[src/rtl/if_prefetch_stage.sv]
// Instruction-fetch prefetch stage: issues word-aligned fetch requests,
// tracks in-flight requests and their PCs, buffers returned instructions,
// and flushes / discards stale responses on a redirect.

// Protocol and occupancy invariants of the prefetch stage.
module if_prefetch_stage_chk #(
  parameter int unsigned DEPTH = 4,
  parameter int unsigned CW    = 3
) (
  input logic          clk,
  input logic          rst_n,
  input logic          redirect_i,
  input logic          mem_req_o,
  input logic          mem_gnt_i,
  input logic          mem_rvalid_i,
  input logic [1:0]    mem_addr_lo,
  input logic [CW-1:0] count,
  input logic [CW-1:0] outstanding
);
  localparam logic [CW:0] DEPTH_OCC = (CW+1)'(DEPTH);

  a_no_grant_on_redirect: assert property (@(posedge clk) disable iff (!rst_n)
    !(redirect_i && mem_req_o && mem_gnt_i));
  a_occupancy_bounded: assert property (@(posedge clk) disable iff (!rst_n)
    ({1'b0, count} + {1'b0, outstanding}) <= DEPTH_OCC);
  a_rvalid_has_request: assert property (@(posedge clk) disable iff (!rst_n)
    !(mem_rvalid_i && (outstanding == {CW{1'b0}})));
  a_addr_aligned: assert property (@(posedge clk) disable iff (!rst_n)
    mem_addr_lo == 2'b00);
endmodule

module if_prefetch_stage #(
  parameter int unsigned           ADDR_WIDTH = 32,
  parameter int unsigned           DATA_WIDTH = 32,
  parameter int unsigned           DEPTH      = 4,
  parameter logic [ADDR_WIDTH-1:0] RESET_PC   = 32'h0000_0000
) (
  input  logic                       clk,
  input  logic                       rst_n,
  output logic                       mem_req_o,
  output logic [ADDR_WIDTH-1:0]      mem_addr_o,
  input  logic                       mem_gnt_i,
  input  logic                       mem_rvalid_i,
  input  logic [DATA_WIDTH-1:0]      mem_rdata_i,
  output logic                       instr_valid_o,
  output logic [DATA_WIDTH-1:0]      instr_o,
  output logic [ADDR_WIDTH-1:0]      instr_pc_o,
  input  logic                       instr_ready_i,
  input  logic                       redirect_i,
  input  logic [ADDR_WIDTH-1:0]      redirect_pc_i,
  output logic [$clog2(DEPTH):0]     outstanding_o
);
  localparam int unsigned PW = $clog2(DEPTH);
  localparam int unsigned CW = PW + 1;
  localparam logic [ADDR_WIDTH-1:0] ALIGN_MASK = ~(ADDR_WIDTH'(3));
  localparam logic [ADDR_WIDTH-1:0] PC_STEP    = ADDR_WIDTH'(4);
  localparam logic [CW:0]           DEPTH_OCC  = (CW+1)'(DEPTH);

  logic [ADDR_WIDTH-1:0] fetch_pc_q, fetch_pc_d;
  logic [DATA_WIDTH-1:0] buf_data_q [DEPTH];
  logic [DATA_WIDTH-1:0] buf_data_d [DEPTH];
  logic [ADDR_WIDTH-1:0] buf_pc_q   [DEPTH];
  logic [ADDR_WIDTH-1:0] buf_pc_d   [DEPTH];
  logic [ADDR_WIDTH-1:0] pcq_q      [DEPTH];
  logic [ADDR_WIDTH-1:0] pcq_d      [DEPTH];
  logic [PW-1:0] rd_ptr_q, rd_ptr_d, wr_ptr_q, wr_ptr_d;
  logic [PW-1:0] pcq_rd_ptr_q, pcq_rd_ptr_d, pcq_wr_ptr_q, pcq_wr_ptr_d;
  logic [CW-1:0] count_q, count_d, outstanding_q, outstanding_d;
  logic [CW-1:0] discard_q, discard_d;

  logic [CW:0] occupancy_s;
  logic        req_s, grant_s, drop_s, push_s, pop_s, valid_s;

  // Request gating, handshakes and response classification.
  always_comb begin
    occupancy_s = {1'b0, count_q} + {1'b0, outstanding_q};
    // rst_n gates the request so it is low for the whole reset interval.
    req_s   = rst_n && !redirect_i && (occupancy_s < DEPTH_OCC);
    grant_s = req_s && mem_gnt_i;
    valid_s = (count_q != {CW{1'b0}});
    drop_s  = (discard_q != {CW{1'b0}});
    // A response landing in the redirect cycle is stale by definition.
    push_s  = mem_rvalid_i && !drop_s && !redirect_i;
    pop_s   = valid_s && instr_ready_i && !redirect_i;
  end

  // Next-state computation for fetch PC, PC queue, buffer and counters.
  always_comb begin
    fetch_pc_d    = fetch_pc_q;
    buf_data_d    = buf_data_q;
    buf_pc_d      = buf_pc_q;
    pcq_d         = pcq_q;
    rd_ptr_d      = rd_ptr_q;
    wr_ptr_d      = wr_ptr_q;
    pcq_rd_ptr_d  = pcq_rd_ptr_q;
    pcq_wr_ptr_d  = pcq_wr_ptr_q;
    count_d       = count_q;
    outstanding_d = outstanding_q;
    discard_d     = discard_q;

    // PC queue tracks every in-flight request, discarded or not.
    if (grant_s) begin
      pcq_d[pcq_wr_ptr_q] = fetch_pc_q;
      pcq_wr_ptr_d        = pcq_wr_ptr_q + PW'(1);
    end else begin
      pcq_wr_ptr_d = pcq_wr_ptr_q;
    end
    if (mem_rvalid_i) begin
      pcq_rd_ptr_d = pcq_rd_ptr_q + PW'(1);
    end else begin
      pcq_rd_ptr_d = pcq_rd_ptr_q;
    end

    case ({grant_s, mem_rvalid_i})
      2'b10:   outstanding_d = outstanding_q + CW'(1);
      2'b01:   outstanding_d = outstanding_q - CW'(1);
      default: outstanding_d = outstanding_q;
    endcase

    if (redirect_i) begin
      fetch_pc_d = redirect_pc_i & ALIGN_MASK;
      rd_ptr_d   = {PW{1'b0}};
      wr_ptr_d   = {PW{1'b0}};
      count_d    = {CW{1'b0}};
      // Everything still in flight after this edge is stale.
      discard_d  = outstanding_q - (mem_rvalid_i ? CW'(1) : CW'(0));
    end else begin
      if (grant_s) begin
        fetch_pc_d = fetch_pc_q + PC_STEP;
      end else begin
        fetch_pc_d = fetch_pc_q;
      end
      if (mem_rvalid_i && drop_s) begin
        discard_d = discard_q - CW'(1);
      end else begin
        discard_d = discard_q;
      end
      if (push_s) begin
        buf_data_d[wr_ptr_q] = mem_rdata_i;
        buf_pc_d[wr_ptr_q]   = pcq_q[pcq_rd_ptr_q];
        wr_ptr_d             = wr_ptr_q + PW'(1);
      end else begin
        wr_ptr_d = wr_ptr_q;
      end
      if (pop_s) begin
        rd_ptr_d = rd_ptr_q + PW'(1);
      end else begin
        rd_ptr_d = rd_ptr_q;
      end
      case ({push_s, pop_s})
        2'b10:   count_d = count_q + CW'(1);
        2'b01:   count_d = count_q - CW'(1);
        default: count_d = count_q;
      endcase
    end
  end

  // State registers with asynchronous clear.
  always_ff @(posedge clk or negedge rst_n) begin
    if (!rst_n) begin
      fetch_pc_q    <= RESET_PC & ALIGN_MASK;
      rd_ptr_q      <= {PW{1'b0}};
      wr_ptr_q      <= {PW{1'b0}};
      pcq_rd_ptr_q  <= {PW{1'b0}};
      pcq_wr_ptr_q  <= {PW{1'b0}};
      count_q       <= {CW{1'b0}};
      outstanding_q <= {CW{1'b0}};
      discard_q     <= {CW{1'b0}};
      for (int i = 0; i < int'(DEPTH); i++) begin
        buf_data_q[i] <= {DATA_WIDTH{1'b0}};
        buf_pc_q[i]   <= {ADDR_WIDTH{1'b0}};
        pcq_q[i]      <= {ADDR_WIDTH{1'b0}};
      end
    end else begin
      fetch_pc_q    <= fetch_pc_d;
      rd_ptr_q      <= rd_ptr_d;
      wr_ptr_q      <= wr_ptr_d;
      pcq_rd_ptr_q  <= pcq_rd_ptr_d;
      pcq_wr_ptr_q  <= pcq_wr_ptr_d;
      count_q       <= count_d;
      outstanding_q <= outstanding_d;
      discard_q     <= discard_d;
      buf_data_q    <= buf_data_d;
      buf_pc_q      <= buf_pc_d;
      pcq_q         <= pcq_d;
    end
  end

  // Output drive; head data is zeroed while the buffer is empty.
  always_comb begin
    mem_req_o     = req_s;
    mem_addr_o    = fetch_pc_q & ALIGN_MASK;
    instr_valid_o = valid_s;
    outstanding_o = outstanding_q;
    if (valid_s) begin
      instr_o    = buf_data_q[rd_ptr_q];
      instr_pc_o = buf_pc_q[rd_ptr_q];
    end else begin
      instr_o    = {DATA_WIDTH{1'b0}};
      instr_pc_o = {ADDR_WIDTH{1'b0}};
    end
  end

  if_prefetch_stage_chk #(.DEPTH(DEPTH), .CW(CW)) u_chk (
    .clk          (clk),
    .rst_n        (rst_n),
    .redirect_i   (redirect_i),
    .mem_req_o    (req_s),
    .mem_gnt_i    (mem_gnt_i),
    .mem_rvalid_i (mem_rvalid_i),
    .mem_addr_lo  (mem_addr_o[1:0]),
    .count        (count_q),
    .outstanding  (outstanding_q)
  );
endmodule

[config.mk]
export PLATFORM = sky130hd
export DESIGN_NAME = if_prefetch_stage
export DESIGN_NICKNAME = d
export VERILOG_FILES = /design/src/rtl/if_prefetch_stage.sv
export SDC_FILE = /design/constraint.sdc
export NUM_CORES = 1
export LEC_CHECK = 0
export ABC_AREA = 0
export CORE_ASPECT_RATIO = 1.75
export CORE_MARGIN = 2
export CORE_UTILIZATION = 50
export DETAILED_ROUTE_END_ITERATION = 8
export GPL_TIMING_DRIVEN = 0
export HOLD_SLACK_MARGIN = 0.12
export PLACE_DENSITY = 0.81
export RECOVER_POWER = 100
export SYNTH_ARGS = -nofsm -noshare
export SYNTH_HDL_FRONTEND = slang
export SYNTH_SLANG_ARGS = --single-unit
[constraint.sdc]
create_clock -name clk -period 4.8 [get_ports clk]
set_input_delay 0.72 -clock clk [delete_from_list [all_inputs] [get_ports clk]]
set_output_delay 0.72 -clock clk [all_outputs]
set_load 0.01 [all_outputs]
==> summary.txt, run 1 <==
Outcome
  – Status: finished, violations left
  – Violated checks: max-capacitance violations, max-slew violations

Routing
  – First-pass DRT Iterations: 4
  – WL/cell: 21.70 um
  – Drt initial violations: around 610
  – Vias per cell: roughly 5.8
  – Remaining DRCs: 0
  – Vias: 11,712
  – Final wirelength: between 40 and 50 mm
  – Final ANT Viol Nets: 0

Global routing
  – Total track usage: 23.14%
  – Total gr overflow: 0
  – First-pass GRT wire length: between 70 and 80 mm
  – Largest net degree at the start of global routing: roughly 120
  – Vias in the first global route: about 13,000
  – Initial antenna violation count: 0

Floorplan
  – Die W: 151.4 um
  – Initial core utilization: approximately half
  – I/O pins: 171
  – Die height: 262.0 um
  – Rows: 94
  – Core area: 0.03752 mm2
  – Die area: about 0.040 mm2

Critical path
  – End point of the critical path: mem_req_o
  – Critical path startpoint: rst_n
  – Worst path slowest cell: dlygate4sd3_1
  – Number of buffers and inverters on the critical path: 4
  – RR Endpoint: pcq_q[89]
  – Setup crit start kind: input pin
  – Setup CP Type: in -> out
  – WP data arrival: 3.66 ns
  – Crit path depth: 6
  – Register-to-register setup slack: 1.49 ns
  – Top delay family on crit path: buffers and inverters
  – R2R Path Start: outstanding_o[2]
  – Reg2Reg Depth: 7
  – CP peak stage delay: 0.69 ns
  – Cell breakdown of the critical path: buf_8 > buf_16 > buf_16 > nand2b_1 > nor3_1 > dlygate4sd3_1
  – Crit-path most repeated cell: buf_16
  – Worst EP required: 4.08 ns
  – Worst setup EP type: output pin
  – Crit-path max FO: 107

Timing
  – Max Slew Vio Count: around 120
  – Max frequency: 0.2282 GHz
  – Max-slew headroom: -7.270%
  – Final Hold Fails: 0
  – Worst-Margin Slew: 1.609 ns
  – Setup TNS: 0 ns
  – Fin crit period: 4.381 ns
  – RSZ-0062 raised after global routing: false
  – Setup violations, final: 0
  – Fin crit share: 91.28%
  – Clock skew: 0.01487 ns

Pwr
  – Power density cells: 515.5 mW/mm2
  – Clock Power Share: 27.8%
  – Leak Pwr: ~11 nW
  – Net switching power: 3.447 mW
  – Logic pwr share: 30.3%
  – Worst VDD drop: around 0.38 mV
  – Reg power frac: 41.9%
  – Tot Pwr: 11.62 mW
  – Switch share: approximately 30%
  – Internal Power: 8.174 mW

Clocking
  – Hold_buf cts: 0
  – Post-CTS setup repair buffer count: 0
  – Clock sink total: 415
  – Clock transition at the registers of the reported paths: 0.06 ns
  – Num CTS Buffers: 38
  – CTS max path bufs: 3
  – H-tree depth: 2
  – Root buf cell: clkbuf_16
  – Post-CTS resize count: 0
  – Clk_lat worst skew: 0.53 ns
  – TritonCTS clock tree: built

Synth
  – Mapped Area: 0.01902 mm2
  – Top-area cell type share of the netlist area: 54.59%
  – Cells after synthesis: 1,316
  – Sequential share of the synthesized area: 54.59%
  – Seq cells post-synth: a little over 400
  – Cell taking the most area after synthesis: dfrtp_1
  – Top FF cell, synth: dfrtp_1
  – Netlist cell types: 50
  – Asr flop ratio synth: 100.0%
  – Syn Area/Cell: 14.45 um2
  – Top cells by area, synth: dfrtp_1 55%, mux2_2 20%, mux4_2 11%
  – Warnings, synthesis: 0
  – Number of synthesized flops with an enable pin: 0

Final layout
  – # fillers: between 2,000 and 3,000
  – Area Growth Syn to Fin: 18.51%
  – Total Nets Final: 1,613
  – Filler-free cell count of the finished design: 2,033
  – Area occupied by registers: around 0.010 mm2
  – Diode count: 0
  – Layout cell share with drive strength beyond 1: 33.23%
  – Most common cell after layout, fill and taps aside: dfrtp_1
  – Area of the multi-input gates: 0.008093 mm2
  – Most frequent cells in the layout: 415 x dfrtp_1, 343 x mux2_2, 92 x mux4_2, 89 x dlygate4sd3_1, 84 x clkbuf_1

Placement
  – Hpwl dp: 31.44 mm
  – Placed cell count: 1,965
  – RD Place Congestion: 0.8981
  – Number of port buffers: approximately 160

Hold path
  – Worst hold path class: in -> async

Flow run
  – Max-cap violations: 1
[worst min path at each step]
stage | from | slack [ns] | end | cells past startpoint
final | rst_n | 0.22 | pcq_q[122] | 1
after global routing | rst_n | 0.27 | pcq_q[122] | 1
after CTS | rst_n | 0.25 | pcq_q[122] | 1
after detailed placement | pcq_q[54] | 0.47 | pcq_q[54] | 2
after global placement | pcq_q[68] | 0.46 | pcq_q[68] | 2
after floorplan | rst_n | 0.42 | buf_data_q[0] | 0
[per-stage QoR]
step	util (%)	setup WS (ns)	hold WS [ns]	cell area [um2]
after floorplan	-	2.124	0.4244	19030
after global placement	56.68	-13.79	0.4562	21270
after detailed placement	56.91	0.2961	0.4652	21350
after CTS	60.45	0.3035	0.2466	22680
after global routing	60.08	0.05946	0.2713	22540
final	60.08	0.4188	0.2155	22540
[power by group through the flow]
stage	sequential (mW)	combinational [mW]	clock, mW
5_1_grt	4.98	3.86	3.43
2_1_floorplan	4.76	2.46	0
4_1_cts	4.87	3.70	3.28
3_5_place_dp	4.92	3.68	0
6_report	4.87	3.52	3.23
3_3_place_gp	4.85	3.53	0
[routing by layer]
metal	vias up	wire [um]	track usage, %
met5	-	0	0
met4	0	1160	7.295
met3	78	1657	2.760
met2	297	24540	43.67
met1	6149	16770	27.17
li1	5188	-	-
[flip-flops by register name, summed over array words and instances, names as in the netlist]
name	flops
buf_data_q	128
buf_pc_q	120
count_q	3
discard_q	3
fetch_pc_q	30
outstanding_o	3
pcq_q	120
pcq_rd_ptr_q	2
pcq_wr_ptr_q	2
rd_ptr_q	2
wr_ptr_q	2
[area by class of cell]
cell class                      instances  area share (%)
Sequential cell                       415           46.07
Multi-Input combinational cell        794           35.90
Timing Repair Buffer                  166           7.537
Clock buffer                           49           4.762
Tap cell                              480           2.664
Buffer                                 92           1.648
Clock inverter                         19           1.121
Inverter                               18          0.2997
[synth_stat cells (all sizes together), types with 2 or more instances]
| master | number |
|---|---|
| nand4 | 12 |
| nand2b | 3 |
| a221o | 3 |
| o311ai | 6 |
| or3 | 7 |
| and2 | 62 |
| nor2 | 25 |
| nor2b | 2 |
| mux2i | 3 |
| clkbuf | 60 |
| inv | 18 |
| xnor2 | 11 |
| ha | 16 |
| fa | 2 |
| nand2 | 77 |
| mux2 | 344 |
| mux4 | 92 |
| o211ai | 10 |
| nand3 | 22 |
| a21oi | 5 |
| dfrtp | 415 |
| buf | 32 |
| xor2 | 9 |
| and3 | 3 |
| nor3 | 9 |
| nor4 | 5 |
| o21ai | 47 |
[kinds of logic (layout without fill, tap and decap cells)]
kind of cell               after synthesis  in the layout  share of synthesized area (%)
and+or+nand+nor                        231            231                          6.321
muxes                                  439            439                          31.41
AOI/OAI and AO/OA                       82             82                          2.697
other                                    1              4                        0.01971
buffers and inverters                  110            344                          2.769
DFF                                    415            415                          54.59
adders and majority gates               18             18                          1.263
xor gates and xnor gates                20             20                         0.9209
No activity file was read; power rests on OpenSTA's default activity.
==> run 2, diff against run 1 <==
- CAP_MARGIN: unset -> 20
- clock period: 4.8 -> 4.2 ns (I/O delays scaled with it)
==> run 2 against run 1 <==
The flow still finishes with violations (max-capacitance violations, max-slew violations). Global-route usage about the same. Utilization about the same. Flip-flop and latch count unchanged. Wire length up 0.22%. Sequential power up 14%. Clock-buffer cell count unchanged. Via count about the same. Clock skew down 0.0020 ns. Register-to-register slack worse by 0.62 ns. Clock power up 14%. Sequential share of layout area about the same. Final area about the same.
==> summary.txt, run 2 (synthesis results as in run 1) <==
Final layout
  – Most frequent cells in the layout: 415 x dfrtp_1, 343 x mux2_2, 92 x mux4_2, 84 x clkdlybuf4s50_1
  – Area Growth Syn to Fin: 18.60% (about the same)
  – Post-route design area: 0.02256 mm2 (about the same)
  – Filler-free cell count of the finished design: 2,034 (+0.049%)
  – Max reg flops: 128 (unchanged)
  – Most common cell after layout, fill and taps aside: dfrtp_1
  – Total Nets Final: 1,614 (+0.062%)
  – Diode count: 0 (unchanged)
  – Top reg by flops: buf_data_q
  – Layout cell share with drive strength beyond 1: 33.66% (+0.43 points)
  – Largest regs: buf_data_q x128, buf_pc_q x120, pcq_q x120

Global routing
  – Total gr overflow: 0 (unchanged)
  – Largest net degree at the start of global routing: 118 (unchanged)
  – Total track usage: 23.17% (+0.026 points)
  – First-pass GRT wire length: 70.70 mm (about the same)
  – Vias in the first global route: 12,956 (+0.077%)
  – Initial antenna violation count: 0 (unchanged)

Routing
  – Drt initial violations: 536 (-12%)
  – Remaining DRCs: 0 (unchanged)
  – First-pass DRT Iterations: 5 (+1)
  – Final ANT Viol Nets: 0 (unchanged)
  – Final wirelength: 44.22 mm (+0.22%)
  – Vias: 11,710 (-0.017%)
  – WL/cell: 21.74 um (+0.18%)
  – Vias per cell: 5.757 (about the same)

Floorplan
  – Core area: 0.03752 mm2 (unchanged)
  – Rows: 94 (unchanged)
  – Initial core utilization: 50.70% (unchanged)
  – I/O pins: 171 (unchanged)
  – Die height: 262.0 um (unchanged)
  – Die area: 0.03968 mm2 (unchanged)
  – Die W: 151.4 um (unchanged)

Timing
  – Clock skew: 0.01288 ns (-0.001989 ns)
  – Fin crit period: 3.855 ns
  – Worst-Margin Slew: 2.461 ns (+0.8521 ns)
  – Max-slew headroom: -64.07% (-57 points)
  – Max frequency: 0.2594 GHz
  – RSZ-0062 raised after global routing: false
  – Hold Worst Slack: 0.1327 ns (-0.08282 ns)
  – Setup violations, final: 0 (unchanged)
  – Max Slew Vio Count: 218 (+85%)
  – Final Hold Fails: 0 (unchanged)
  – Fin crit share: 91.80%

Pwr
  – Worst VDD drop: 0.4365 mV (+14%)
  – Internal Power: 9.354 mW (+14%)
  – Reg power frac: 41.9% (about the same)
  – Net switching power: 3.945 mW (+14%)
  – Leak Pwr: 10.53 nW (-0.10%)
  – Tot Pwr: 13.30 mW (+14%)
  – Clock Power Share: 27.8% (about the same)
  – Power density cells: 589.5 mW/mm2 (+14%)
  – Logic pwr share: 30.4% (about the same)
  – Switch share: 29.66% (about the same)

Clocking
  – TritonCTS clock tree: built
  – Post-CTS setup repair buffer count: 0 (unchanged)
  – Num CTS Buffers: 38 (unchanged)
  – Root buf cell: clkbuf_16
  – Clock transition at the registers of the reported paths: 0.07 ns (about the same)
  – H-tree depth: 2 (unchanged)
  – Clock sink total: 415 (unchanged)
  – CTS max path bufs: 3 (unchanged)
  – Clk_lat worst skew: 0.53 ns (about the same)

Placement
  – Hpwl dp: 31.44 mm (unchanged)
  – Placed cell count: 1,965 (unchanged)
  – Placement Cell Area: 0.02135 mm2 (unchanged)
  – Number of port buffers: 163 (unchanged)
  – RD Place Congestion: 0.8981 (unchanged)

Critical path
  – Cell breakdown of the critical path: clkbuf_1 > clkbuf_2 > mux4_2 > and2_1 > dlygate4sd3_1
  – Number of buffers and inverters on the critical path: 3 (-1)
  – Setup crit start kind: register
  – Worst path slowest cell: mux4_2
  – Top delay family on crit path: buffers and inverters
  – WP data arrival: 3.23 ns (-0.43 ns)
  – Crit-path max FO: 10 (-91%)
  – Worst setup EP type: output pin
  – Worst EP required: 3.57 ns (-0.51 ns)
  – Setup CP Type: reg -> out
  – CP peak stage delay: 0.61 ns (-0.08 ns)

Outcome
  – Status: finished, violations left
  – Violated checks: max-capacitance violations, max-slew violations

Hold path
  – Worst hold path class: in -> async

Flow run
  – Max-cap violations: 2 (+1)
run 2: timing repair:
| action | 4_1_cts | 5_1_grt |
|---|---|---|
| endpoints found under the hold margin | 99 | 0 |
| gates resized for setup | 1 | 0 |
| hold buffers | 1 | 0 |
| setup endpoints to repair | 1 | 0 |
run 2: area by class of cell:
class	instances	area, um2
Fill cell	2881	14960
Inverter	18	67.56
Timing Repair Buffer	167	1709
Clock inverter	19	252.7
Multi-Input combinational cell	794	8093
Tap cell	480	600.6
Clock buffer	49	1074
Buffer	92	379.1
Sequential cell	415	10390
run 2: routing by layer:
layer,global-route usage (%),up-vias,wire (um)
met2,43.75,306,24600
met5,0,-,0
met3,2.760,77,1641
met4,7.295,0,1156
li1,-,5195,-
met1,27.17,6132,16820
run 2: per-stage QoR:
stage,setup slack [ns],TNS (ns),util [%]
3_5_place_dp,-0.1239,-0.1740,56.91
6_report,0.3445,0,60.13
4_1_cts,0.2817,0,60.53
2_1_floorplan,1.614,0,-
3_3_place_gp,-14.30,-7898.60,56.68
5_1_grt,0.1261,0,60.13
run 2: path summary, 6_finish.rpt:
kind	startpoint	endpoint	slack, ns	cells after the start
min in group clk	pcq_q[22]	pcq_q[22]	0.48	2
max in group asynchronous	rst_n	buf_pc_q[77]	1.47	4
min	rst_n	pcq_q[23]	0.13	2
max	rd_ptr_q[0]	instr_pc_o[24]	0.34	5
min reg2reg	pcq_q[22]	pcq_q[22]	0.48	2
max reg2reg	outstanding_o[2]	pcq_q[89]	0.87	7
run 2: power by group through the flow:
stage | Combinational (mW) | Sequential (mW) | Clock [mW]
after floorplan | 2.81 | 5.44 | 0
after global placement | 4.03 | 5.54 | 0
after detailed placement | 4.21 | 5.63 | 0
after CTS | 4.23 | 5.56 | 3.75
after global routing | 4.43 | 5.69 | 3.92
final | 4.04 | 5.57 | 3.69
==> run 3, diff against run 2 <==
--- a/config.mk
+++ b/config.mk
@@ -10,9 +10,9 @@
 export CORE_ASPECT_RATIO = 1.75
 export CORE_MARGIN = 2
-export CORE_UTILIZATION = 50
+export CORE_UTILIZATION = 32
 export DETAILED_ROUTE_END_ITERATION = 8
 export GPL_TIMING_DRIVEN = 0
 export HOLD_SLACK_MARGIN = 0.12
-export PLACE_DENSITY = 0.81
+export PLACE_DENSITY_LB_ADDON = 0.2
 export RECOVER_POWER = 100
 export SYNTH_ARGS = -nofsm -noshare
==> constraint.sdc (replaced) <==
create_clock -name clk -period 4.2 [get_ports clk]
set_input_delay 0.84 -clock clk [delete_from_list [all_inputs] [get_ports clk]]
set_output_delay 0.84 -clock clk [all_outputs]
set_load 0.01 [all_outputs]
==> run 3 against run 2 <==
The flow still finishes with violations (max-capacitance violations, max-slew violations). Die area up 55%. Non-clock buffer count down 2. Clock skew up 0.0082 ns.
==> summary.txt, run 3 (synthesis results as in run 1) <==
Routing
  – Final wirelength: 48.25 mm (+9.1%)
  – WL/cell: 20.60 um (-5.2%)
  – Final ANT Viol Nets: 0 (unchanged)
  – Vias: 11,623 (-0.74%)
  – First-pass DRT Iterations: 5 (unchanged)
  – Vias per cell: 4.963 (-14%)
  – Remaining DRCs: 0 (unchanged)
  – Drt initial violations: 532 (-0.75%)

Timing
  – Fin crit share: 95.14% (+3.3 points)
  – Setup TNS: 0 ns (unchanged)
  – RSZ-0062 raised after global routing: false
  – Setup violations, final: 0 (unchanged)
  – Max frequency: 0.2503 GHz (-3.5%)
  – Final Hold Fails: 0 (unchanged)
  – Fin crit period: 3.996 ns (+0.1403 ns)
  – Worst-Margin Slew: 2.707 ns (+0.2456 ns)
  – Clock skew: 0.02112 ns (+0.008239 ns)
  – Hold Worst Slack: 0.2607 ns (+0.1279 ns)
  – Max Slew Vio Count: 232 (+6.4%)
  – Max-slew headroom: -80.44% (-16 points)
  – PnR worst setup slack: 0.2042 ns (-0.1403 ns)

Clocking
  – CTS max path bufs: 3 (unchanged)
  – Root buf cell: clkbuf_16
  – Clock sink total: 415 (unchanged)
  – TritonCTS clock tree: built
  – Clk_lat worst skew: 0.55 ns (+0.02 ns)
  – Clock transition at the registers of the reported paths: 0.06 ns (about the same)
  – Post-CTS setup repair buffer count: 0 (unchanged)
  – Hold_buf cts: 0 (-1)
  – Num CTS Buffers: 44 (+16%)
  – H-tree depth: 2 (unchanged)

Flow run
  – Max-cap violations: 2 (unchanged)

Floorplan
  – Rows: 118 (+26%)
  – Die W: 188.3 um (+24%)
  – Die area: 0.06149 mm2 (+55%)
  – Core area: 0.05906 mm2 (+57%)
  – I/O pins: 171 (unchanged)
  – Initial core utilization: 32.21% (-18 points)
  – Die height: 326.5 um (+25%)

Final layout
  – Total Nets Final: 1,618 (+0.25%)
  – Layout cell share with drive strength beyond 1: 34.31% (+0.66 points)
  – # fillers: 5,621 (+95%)
  – Largest regs: buf_data_q x128, buf_pc_q x120, pcq_q x120
  – Top reg by flops: buf_data_q
  – Max reg flops: 128 (unchanged)
  – Diode count: 0 (unchanged)
  – Area Growth Syn to Fin: 21.30%
  – Final core utilization: 39.07% (-21 points)
  – Most frequent cells in the layout: 415 x dfrtp_1, 344 x mux2_2, 92 x mux4_2, 86 x clkdlybuf4s50_1
  – Most common cell after layout, fill and taps aside: dfrtp_1

Global routing
  – First-pass GRT wire length: 75.95 mm (+7.4%)
  – Vias in the first global route: 12,892 (-0.49%)
  – Total track usage: 15.91% (-7.3 points)
  – Largest net degree at the start of global routing: 124 (+5.1%)
  – Initial antenna violation count: 0 (unchanged)
  – Total gr overflow: 0 (unchanged)

Critical path
  – Crit-path most repeated cell: clkbuf_1
  – WP data arrival: 3.16 ns (-0.07 ns)
  – CP peak stage delay: 0.65 ns (+0.04 ns)
  – Setup CP Type: reg -> out
  – Setup crit start kind: register
  – Worst EP required: 3.36 ns (-0.21 ns)
  – Crit-path max FO: 10 (unchanged)
  – Cell breakdown of the critical path: clkbuf_1 > clkbuf_1 > mux4_2 > and2_0 > clkdlybuf4s50_1
  – Worst setup EP type: output pin
  – Worst path slowest cell: clkbuf_1

Placement
  – RD Place Congestion: 0.7892 (-12%)
  – Pre-CTS WS: 0.2551 ns (+0.3789 ns)
  – Hpwl dp: 34.17 mm (+8.7%)
  – Number of port buffers: 163 (unchanged)

Outcome
  – Status: finished, violations left
  – Violated checks: max-capacitance violations, max-slew violations

Pwr
  – Power density cells: 590.4 mW/mm2 (+0.16%)
  – Tot Pwr: 13.62 mW (+2.4%)
  – Leak Pwr: 10.59 nW (+0.65%)
  – Worst VDD drop: 0.3205 mV (-27%)

Hold path
  – Worst hold path class: in -> async
-- run 3: cell count changes in the layout (fill, tap and decap cells not counted), sizes merged --
cell,change
clkdlybuf4s50,+2
buf,+1
clkinvlp,+1
clkbuf,+15
bufinv,-3
dlygate4sd3,-2
clkinv,-6
-- run 3: final timing paths --
path                       depth (start not counted)  slack [ns]             start              to
max                                                5        0.20       rd_ptr_q[1]  instr_pc_o[21]
min                                                1        0.26             rst_n       pcq_q[56]
max reg2reg                                        7        0.95  outstanding_o[2]       pcq_q[91]
min reg2reg                                        2        0.48        pcq_q[100]      pcq_q[100]
max in group asynchronous                          2        0.87             rst_n  buf_data_q[93]
min in group clk                                   2        0.48        pcq_q[100]      pcq_q[100]
-- run 3: cell type report --
type                    instances  area [um2]  share of cell area, %
flip-flops and latches        415       10390                  45.01
multi-input cells             794        8093                  35.07
clock inverters                11       142.6                 0.6182
repair buffers                166        1677                  7.266
well taps                     780       975.9                  4.230
plain buffers                  91       384.1                  1.665
clock buffers                  67        1349                  5.846
inverters                      18       67.56                 0.2928
-- run 3: critical path, delay by kind of cell (launching register included) --
family	cells	cell delay, ns
simple gates	1	0.25
mux	1	0.33
buf+inv	3	1.69
flops	1	0.32
-- run 3: metal layers --
layer,global-route usage (%),vias to the layer above,part of all wire (%)
met5,0,-,0
met4,5.350,0,2.9
met3,1.955,77,3.6
met2,29.15,283,52
met1,19.22,6063,41
li1,-,5200,-
-- run 3: timing repair --
item | 4_1_cts | 5_1_grt
hold endpoints to repair | 0 | 0
endpoints found under the setup margin | 13 | 0
gates resized for setup | 2 | 0
-- run 3: stage by stage --
stage	cell area [um2]	std cells
floorplan	19030	1319
global placement	21640	2262
detailed placement	21730	2265
CTS	23220	2342
global route	23070	2342
finish	23070	2342
-- run 3: power breakdown --
part	total, mW	switching [mW]	leakage (nW)	internal (mW)
clock	4.03	1.63	0.737	2.40
combinational	4.03	1.86	4.32	2.17
sequential	5.56	0.566	5.54	5.00
